## src/rtl/soc_io_bridge_pkg.sv

```systemverilog
// rtl/soc_io_bridge_pkg.sv - shared IO page register indices, CNTL bit positions and TX FSM states
package soc_io_bridge_pkg;

    localparam int REG_LEDS_BIT  = 2;
    localparam int REG_DAT_BIT   = 3;
    localparam int REG_CNTL_BIT  = 4;

    localparam int CNTL_BUSY_BIT = 9;
    localparam int CNTL_OVF_BIT  = 10;

    typedef enum logic [1:0] {
        TX_IDLE  = 2'd0,
        TX_START = 2'd1,
        TX_DATA  = 2'd2,
        TX_STOP  = 2'd3
    } tx_state_t;

endpackage

```

## src/rtl/soc_io_bridge_uart_tx_core.sv

```systemverilog
// rtl/soc_io_bridge_uart_tx_core.sv - UART 8N1 transmitter core, each bit held for DIV clocks
module uart_tx_core
    import soc_io_bridge_pkg::*;
#(
    parameter int DIV = 8
) (
    input  logic       clk,
    input  logic       rst,
    input  logic       valid,
    input  logic [7:0] data,
    output logic       ready,
    output logic       txd
);

    localparam int CW = (DIV > 1) ? $clog2(DIV) : 1;

    tx_state_t      state, state_nx;
    logic [CW-1:0]  div_cnt, div_nx;
    logic [2:0]     bit_cnt, bit_nx;
    logic [7:0]     shift, shift_nx;
    logic           txd_nx;
    logic           bit_end;

    always_ff @(posedge clk) begin
        if (rst) begin
            state   <= TX_IDLE;
            div_cnt <= '0;
            bit_cnt <= '0;
            shift   <= '0;
            txd     <= 1'b1;
        end else begin
            state   <= state_nx;
            div_cnt <= div_nx;
            bit_cnt <= bit_nx;
            shift   <= shift_nx;
            txd     <= txd_nx;
        end
    end

    assign bit_end = (div_cnt == CW'(DIV - 1));
    assign ready   = (state == TX_IDLE);

    always_comb begin
        state_nx = state;
        div_nx   = div_cnt;
        bit_nx   = bit_cnt;
        shift_nx = shift;
        txd_nx   = txd;
        case (state)
            TX_IDLE: begin
                if (valid) begin
                    state_nx = TX_START;
                    div_nx   = '0;
                    bit_nx   = '0;
                    shift_nx = data;
                    txd_nx   = 1'b0;
                end
            end
            TX_START: begin
                if (bit_end) begin
                    div_nx   = '0;
                    state_nx = TX_DATA;
                    txd_nx   = shift[0];
                    shift_nx = shift >> 1;
                end else begin
                    div_nx = div_cnt + 1'b1;
                end
            end
            TX_DATA: begin
                if (bit_end) begin
                    div_nx = '0;
                    if (bit_cnt == 3'd7) begin
                        state_nx = TX_STOP;
                        txd_nx   = 1'b1;
                    end else begin
                        bit_nx   = bit_cnt + 3'd1;
                        txd_nx   = shift[0];
                        shift_nx = shift >> 1;
                    end
                end else begin
                    div_nx = div_cnt + 1'b1;
                end
            end
            TX_STOP: begin
                if (bit_end) begin
                    div_nx   = '0;
                    state_nx = TX_IDLE;
                end else begin
                    div_nx = div_cnt + 1'b1;
                end
            end
            default: state_nx = TX_IDLE;
        endcase
    end

endmodule

```

## src/rtl/soc_io_bridge.sv

```systemverilog
// rtl/soc_io_bridge.sv - IO page: LED register, UART TX data/status; SOC_IO_TXFIFO_EN adds a TX FIFO
module soc_io_bridge
    import soc_io_bridge_pkg::*;
#(
    parameter int CLK_FREQ_HZ  = 25_000_000,
    parameter int BAUD         = 115_200,
    parameter int LED_W        = 8,
    parameter int IO_ADDR_BIT  = 22,
    parameter int TXFIFO_DEPTH = 4
) (
    input  logic             clk,
    input  logic             rst,
    input  logic [31:0]      io_addr,
    input  logic [31:0]      io_wdata,
    input  logic             io_wstrb,
    input  logic             io_rstrb,
    output logic [31:0]      io_rdata,
    output logic [LED_W-1:0] led,
    output logic             uart_txd
);

    localparam int DIV = CLK_FREQ_HZ / BAUD;

    logic        sel, hot_leds, hot_dat, hot_cntl;
    logic        wr_dat, rd_cntl;
    logic        tx_valid, tx_ready;
    logic [7:0]  tx_data;
    logic        drop, status_bit, ovf;
    logic [31:0] cntl_val, rd_val;
    logic        unused_bits;

    assign sel      = io_addr[IO_ADDR_BIT];
    assign hot_leds = sel & io_addr[REG_LEDS_BIT];
    assign hot_dat  = sel & io_addr[REG_DAT_BIT];
    assign hot_cntl = sel & io_addr[REG_CNTL_BIT];
    assign wr_dat   = io_wstrb & hot_dat;
    assign rd_cntl  = io_rstrb & hot_cntl;

    assign unused_bits = ^{io_addr, io_wdata};

`ifdef SOC_IO_TXFIFO_EN
    localparam int AW = (TXFIFO_DEPTH > 1) ? $clog2(TXFIFO_DEPTH) : 1;

    logic [7:0]  fifo_mem [TXFIFO_DEPTH];
    logic [AW-1:0] wr_ptr, rd_ptr;
    logic [AW:0]   count;
    logic          full, pop, push_ok;

    assign full     = (count == (AW+1)'(TXFIFO_DEPTH));
    assign tx_valid = (count != '0);
    assign tx_data  = fifo_mem[rd_ptr];
    assign pop      = tx_valid & tx_ready;
    // A pop frees a slot in the same cycle, so a full FIFO still takes a push alongside it.
    assign push_ok  = wr_dat & (~full | pop);
    assign drop     = wr_dat & ~push_ok;
    assign status_bit = full;

    always_ff @(posedge clk) begin
        if (rst) begin
            wr_ptr <= '0;
            rd_ptr <= '0;
            count  <= '0;
        end else begin
            if (push_ok) wr_ptr <= wr_ptr + 1'b1;
            if (pop)     rd_ptr <= rd_ptr + 1'b1;
            if (push_ok && !pop)      count <= count + 1'b1;
            else if (pop && !push_ok) count <= count - 1'b1;
        end
    end

    always_ff @(posedge clk) begin
        if (push_ok) fifo_mem[wr_ptr] <= io_wdata[7:0];
    end
`else
    localparam int unused_depth = TXFIFO_DEPTH;

    assign tx_valid   = wr_dat;
    assign tx_data    = io_wdata[7:0];
    assign drop       = wr_dat & ~tx_ready;
    assign status_bit = ~tx_ready;
`endif

    uart_tx_core #(.DIV(DIV)) u_tx (
        .clk   (clk),
        .rst   (rst),
        .valid (tx_valid),
        .data  (tx_data),
        .ready (tx_ready),
        .txd   (uart_txd)
    );

    always_comb begin
        cntl_val = '0;
        cntl_val[CNTL_BUSY_BIT] = status_bit;
        cntl_val[CNTL_OVF_BIT]  = ovf;
        rd_val = '0;
        if (hot_leds) rd_val = rd_val | 32'(led);
        if (hot_cntl) rd_val = rd_val | cntl_val;
    end

    // A fresh overflow wins over the clearing read so it is never lost.
    always_ff @(posedge clk) begin
        if (rst) begin
            led      <= '0;
            io_rdata <= '0;
            ovf      <= 1'b0;
        end else begin
            if (io_wstrb && hot_leds) led <= io_wdata[LED_W-1:0];
            if (io_rstrb)             io_rdata <= rd_val;
            if (drop)                 ovf <= 1'b1;
            else if (rd_cntl)         ovf <= 1'b0;
        end
    end

endmodule
```

## config.mk

```make
export PLATFORM = sky130hd
export DESIGN_NAME = soc_io_bridge
export DESIGN_NICKNAME = d
export VERILOG_FILES = /design/src/rtl/soc_io_bridge_pkg.sv /design/src/rtl/soc_io_bridge_uart_tx_core.sv /design/src/rtl/soc_io_bridge.sv
export SDC_FILE = /design/constraint.sdc
export NUM_CORES = 1
export LEC_CHECK = 0
export ABC_AREA = 0
export CAP_MARGIN = 20
export CORE_MARGIN = 1
export CORE_UTILIZATION = 40
export DETAILED_ROUTE_END_ITERATION = 7
export PLACE_DENSITY = 0.9
export SYNTH_ARGS = -nofsm -noshare
export SYNTH_HDL_FRONTEND = slang
export SYNTH_SLANG_ARGS = --single-unit
```

## constraint.sdc

```tcl
create_clock -name clk -period 2.65 [get_ports clk]
set_clock_uncertainty 0.15 [all_clocks]
set_input_delay 0.6625 -clock clk [delete_from_list [all_inputs] [get_ports clk]]
set_output_delay 0.6625 -clock clk [all_outputs]
set_load 0.05 [all_outputs]
```

# [Word level (Yosys, flattened, before mapping)]
# Index checks and enable logic that the tools add are counted.
[totals] regBits=63 out_inout_bits=41 wordCells=66
[op_classes] eq_ne=11 bitwise=8 n_mux=27 reduce_logical=10 addsub=2
[ops] cell="$mux 8" count=7
[ops] cell="$pmux 8 s3" count=1
[ops] cell="$pmux 8 s2" count=1
[ops] cell="$mux 11" count=1
[ops] cell="$or 8x11->11" count=1
[ops] cell="$mux 2" count=5
[ops] cell="$reduce_and 5->1" count=2
[ops] cell="$mux 3" count=3
[ops] cell="$add 8x1->8 const B" count=1
[ops] cell="$eq 8x8->1 const B" count=1
[ops] cell="$ne 2x1->1 const B" count=4
[ops] cell="$pmux 2 s4" count=1
[ops] cell="$reduce_and 4->1" count=2
[ops] cell="$and 1x1->1" count=6
[ops] cell="$mux 1" count=6
[ops] cell="$pmux 3 s2" count=1
[ops] cell="$eq 2x2->1 const B" count=2
[ops] cell="$ne 2x2->1 const B" count=2
[ops] cell="$reduce_bool 2->1" count=2
[ops] cell="$add 3x1->3 const B" count=1
[ops] cell="$eq 3x3->1 const B" count=1
[ops] cell="$pmux 1 s3" count=1
[ops] cell="$reduce_bool 3->1" count=1
[ops] cell="$reduce_or 3->1" count=1
[ops] cell="other kinds (4)" count=4

# [Depth between registers and ports, before layout]
[depth] depth_word=4 ltp_mapped=8

# [Cells and area by module]
# A second synthesis with hierarchy kept.
[unflattened] cells_unflattened=264 hier_area_um2=2346.0
[by_module_without_submodules] mod="uart_tx_core" area_each_um2=1340.0 seq_area_each_um2=440.4 instances=1 cells_each=154
[by_module_without_submodules] mod="soc_io_bridge" area_each_um2=1006.0 seq_area_each_um2=380.4 instances=1 cells_each=110

# [Worst setup path before layout]
# OpenSTA, ideal clock, no wires.
[synth_path] path_kind="reg2reg" startpoint="reg u_tx.div_cnt[0]" endpoint="reg u_tx.shift[0]" stages_incl_launch_ff=9 required_ns=2.383 synth_period_minus_slack_ns=1.837 arrival_time_ns=1.570 path_slack_ns=0.813 cell_sequence="dfxtp_1 inv_1 ha_1 and4_4 buf_6 a21bo_2 and3_1 buf_6 a22o_1"
[synth_via] elab_chain_len=3 word_cells_on_any_way=4 cone_classes="eq/ne (3); reduce/logical (1)"
[synth_rtl] item="from (decl)" line_no="soc_io_bridge_uart_tx_core.sv:18" text="logic [CW-1:0] div_cnt, div_nx;"
[synth_rtl] item="from (signal assigned)" line_no="soc_io_bridge_uart_tx_core.sv:33" text="div_cnt <= div_nx;"
[synth_rtl] item="$eq 8x8->1 *" line_no="soc_io_bridge_uart_tx_core.sv:40" text="assign bit_end = (div_cnt == CW'(DIV - 1));"
[synth_rtl] item="$ne 2x1->1 (no source line)"
[synth_rtl] item="$reduce_and 5->1 (no source line) *"
[synth_rtl] item="to (signal assigned)" line_no="soc_io_bridge_uart_tx_core.sv:35" text="shift <= shift_nx;"
[synth_rtl] item="to (decl)" line_no="soc_io_bridge_uart_tx_core.sv:20" text="logic [7:0] shift, shift_nx;"
# Mark *: on every way between the ends. The rest lies on a longest branch, timed or not.
# A chain may end at the register's enable or synchronous reset.

# [Final worst setup path]
[layout_path] startpoint="reg led[6]" endpoint="out led[6]"
[layout_lines] item="from (decl)" line_no="soc_io_bridge.sv:18" text="output logic [LED_W-1:0] led,"
[layout_lines] item="from (signal assigned)" line_no="soc_io_bridge.sv:108" text="if (io_wstrb && hot_leds) led <= io_wdata[LED_W-1:0];"
# No word-level cell between the ends.

==> run summary <==
Post-Synthesis Cell Area: 0.00214 mm2
PostCTS Resize Cnt: 0
grt ovf: 0
GR peak layer: met2
Slew Limit Fails: 0
TritonCTS clock tree: done
worst stage delay on the critical path: 0.82 ns
share of cells above drive strength 1: 0.0857
count leader, synth: dfxtp_1
relative slew slack: 0.624
EDFF count, synth: 0
cts bufs inserted: 5
Min-Delay Path Class: flop to flop
Routed WL: 4340 um
Core ar.: 0.00514 mm2
Yosys reg bits: 41
drt pass-1 iters: 4
Hold Crit Endpoint: io_rdata[7]
first-pass GRT wire length: 7230 um
dpl hpwl: 3170 um
fin crit period: 2.30 ns
I/O pin cnt: 109
fin util: 0.498
Die Wd: 75.1 um
post-synth top area share: 0.384
crit start category: flop
leakage power total: 0.971 nW
max cap viols: 0
Die H: 75.1 um
Root Driver: clkbuf_8
gpl congestion: 0.908
All-Layer GR Usage: 0.167
initial cell density of the core: 0.416
Avg Vias per Cell: 5.07
Setup Buffers After CTS: 0
initial antenna violation count: 0
antenna cells: 0
Setup Crit Path Kind: flop to output pin
die area: 0.00565 mm2
Async SR Flop Fraction: 0
CTS sink count: 41
final worst path period share: 0.868
critical path arrival: 1.49 ns
Area contributors post-synth: dfxtp_1 38%, buf_4 7.7%, a21oi_1 5.6%, nand3_1 4.9%, ha_1 4.7%
Routed wire per std cell: 12.4 um
Distinct cells, synth: 44
maximum vdd drop: 367 uV
Worst-path clk slew: 0.07 ns
PortBufs: 34
Worst Setup End Kind: output pin
Reg2Reg Launch Point: u_tx.state[0]
Iter 0 DRT Violations: 95
WP buf/inv: 1
hold depth: 2
number of fill cells: 509
fin nets: 356
DRC viols: 0
main flop type after synthesis: dfxtp_1
final setup violating endpoints: 0
CTS H-tree lvls: 2
cts hold-fix bufs: 0
GR Layer Usage met1: 0.193
cell taking the most area after synthesis: dfxtp_1
final hold slack: 0.318 ns
internal reg-to-reg setup slack: 0.71 ns
Worst Path Max Fanout: 3
Power Total: 1.89 mW
final setup TNS: 0 ns
CP delay by family, top: buffers and inverters
PwrDens: 737 mW/mm2
critical path cell sequence: clkdlybuf4s50_1
R2R depth: 5
highest clock rate: 435 MHz
hold path startpoint: io_rdata[7]
RSZ-0062 raised after global routing: false
Detail Route Antenna Nets: 0
Synth Area per Inst: 8.66 um2
Hold Violations, Final: 0
Syn. warnings: 0
Skew-Pair Late Insertion Delay: 0.29 ns
status: complete, no violations
Slowest cell on crit path: clkdlybuf4s50_1
Mapped Cells: 247
met3 Use GR: 0.0415
number of global-route vias before repair: 1692
share of the yosys chip area belonging to registers: 0.384
worst endpoint required time: 1.84 ns
largest net degree at the start of global routing: 23
Tightest Pin Transition: 0.562 ns
Clock Path Buffers: 2
Synth top cells by count: 41 x dfxtp_1, 24 x a21oi_1, 22 x buf_4, 21 x nand3_1, 20 x nor2_1
Cell Rows: 26
M2 GR Usage: 0.301
Layout area overhead: 19.7%
R2R Path End: u_tx.bit_cnt[0]
DR vias: 1776
[power by group]
| part | internal (mW) | switching, mW | leakage [nW] | total, mW |
|---|---|---|---|---|
| registers | 0.685 | 0.0438 | 0.332 | 0.729 |
| clock network | 0.274 | 0.209 | 0.0540 | 0.482 |
| logic | 0.249 | 0.428 | 0.584 | 0.677 |
[worst max path at each step]
stage / cells past startpoint / to / slack, ns / from
3_5_place_dp: 5 / u_tx.bit_cnt[0] / 0.17 / io_addr[3]
6_report: 1 / led[6] / 0.35 / led[6]
4_1_cts: 1 / led[6] / 0.34 / led[6]
3_3_place_gp: 5 / u_tx.bit_cnt[0] / 0.23 / io_wstrb
2_1_floorplan: 8 / u_tx.shift[0] / 0.81 / u_tx.div_cnt[0]
5_1_grt: 5 / u_tx.bit_cnt[1] / 0.25 / io_wstrb
[placed cells by master (no fill, tap or decap), drive strengths merged, types with 5 or more instances in the layout]
cell type / instances
clkdlybuf4s50: 34
nand2b: 10
nor2: 20
o21ai: 6
nand3: 21
a21oi: 24
a22o: 10
conb: 22
ha: 8
inv: 8
clkbuf: 5
dfxtp: 41
nand2: 17
buf: 6
mux2i: 10
[flip-flops by register name, indices dropped and copies added, names as in the netlist]
signal        flops
io_rdata         10
led               8
u_tx.div_cnt      8
u_tx.shift        8
u_tx.bit_cnt      3
u_tx.state        2
ovf               1
u_tx.txd          1
[final cells by class]
type | instances | area, um2 | area share
multi-input combinational | 184 | 1130 | 0.443
clock buffer | 5 | 68.8 | 0.0269
timing repair buffer | 40 | 385 | 0.150
inverter | 8 | 30.0 | 0.0117
clock inverter | 2 | 35.0 | 0.0137
tap | 70 | 87.6 | 0.0342
sequential | 41 | 821 | 0.320
[metal layers]
metal / vias to the layer above / wire (um)
met3: 5 / 222
li1: 882 / -
met2: 52 / 2120
met1: 837 / 1960
met4: 0 / 45
met5: - / 0
[through the flow]
stage	worst slack, ns	std cells	instance area [um2]
after global routing	0.252	350	2560
after detailed placement	0.170	343	2460
after global placement	0.235	343	2460
after CTS	0.343	350	2560
after floorplan	0.813	268	2220
final	0.350	350	2560
[kinds of logic after synthesis]
logic type,after synthesis,synth area share
flops,41,0.384
simple gates,87,0.207
other cells,1,0.00175
mux,11,0.0520
fa+ha+maj,8,0.0468
compound gates,56,0.185
buf+inv,43,0.123
Power figures use the tool's default switching activity.
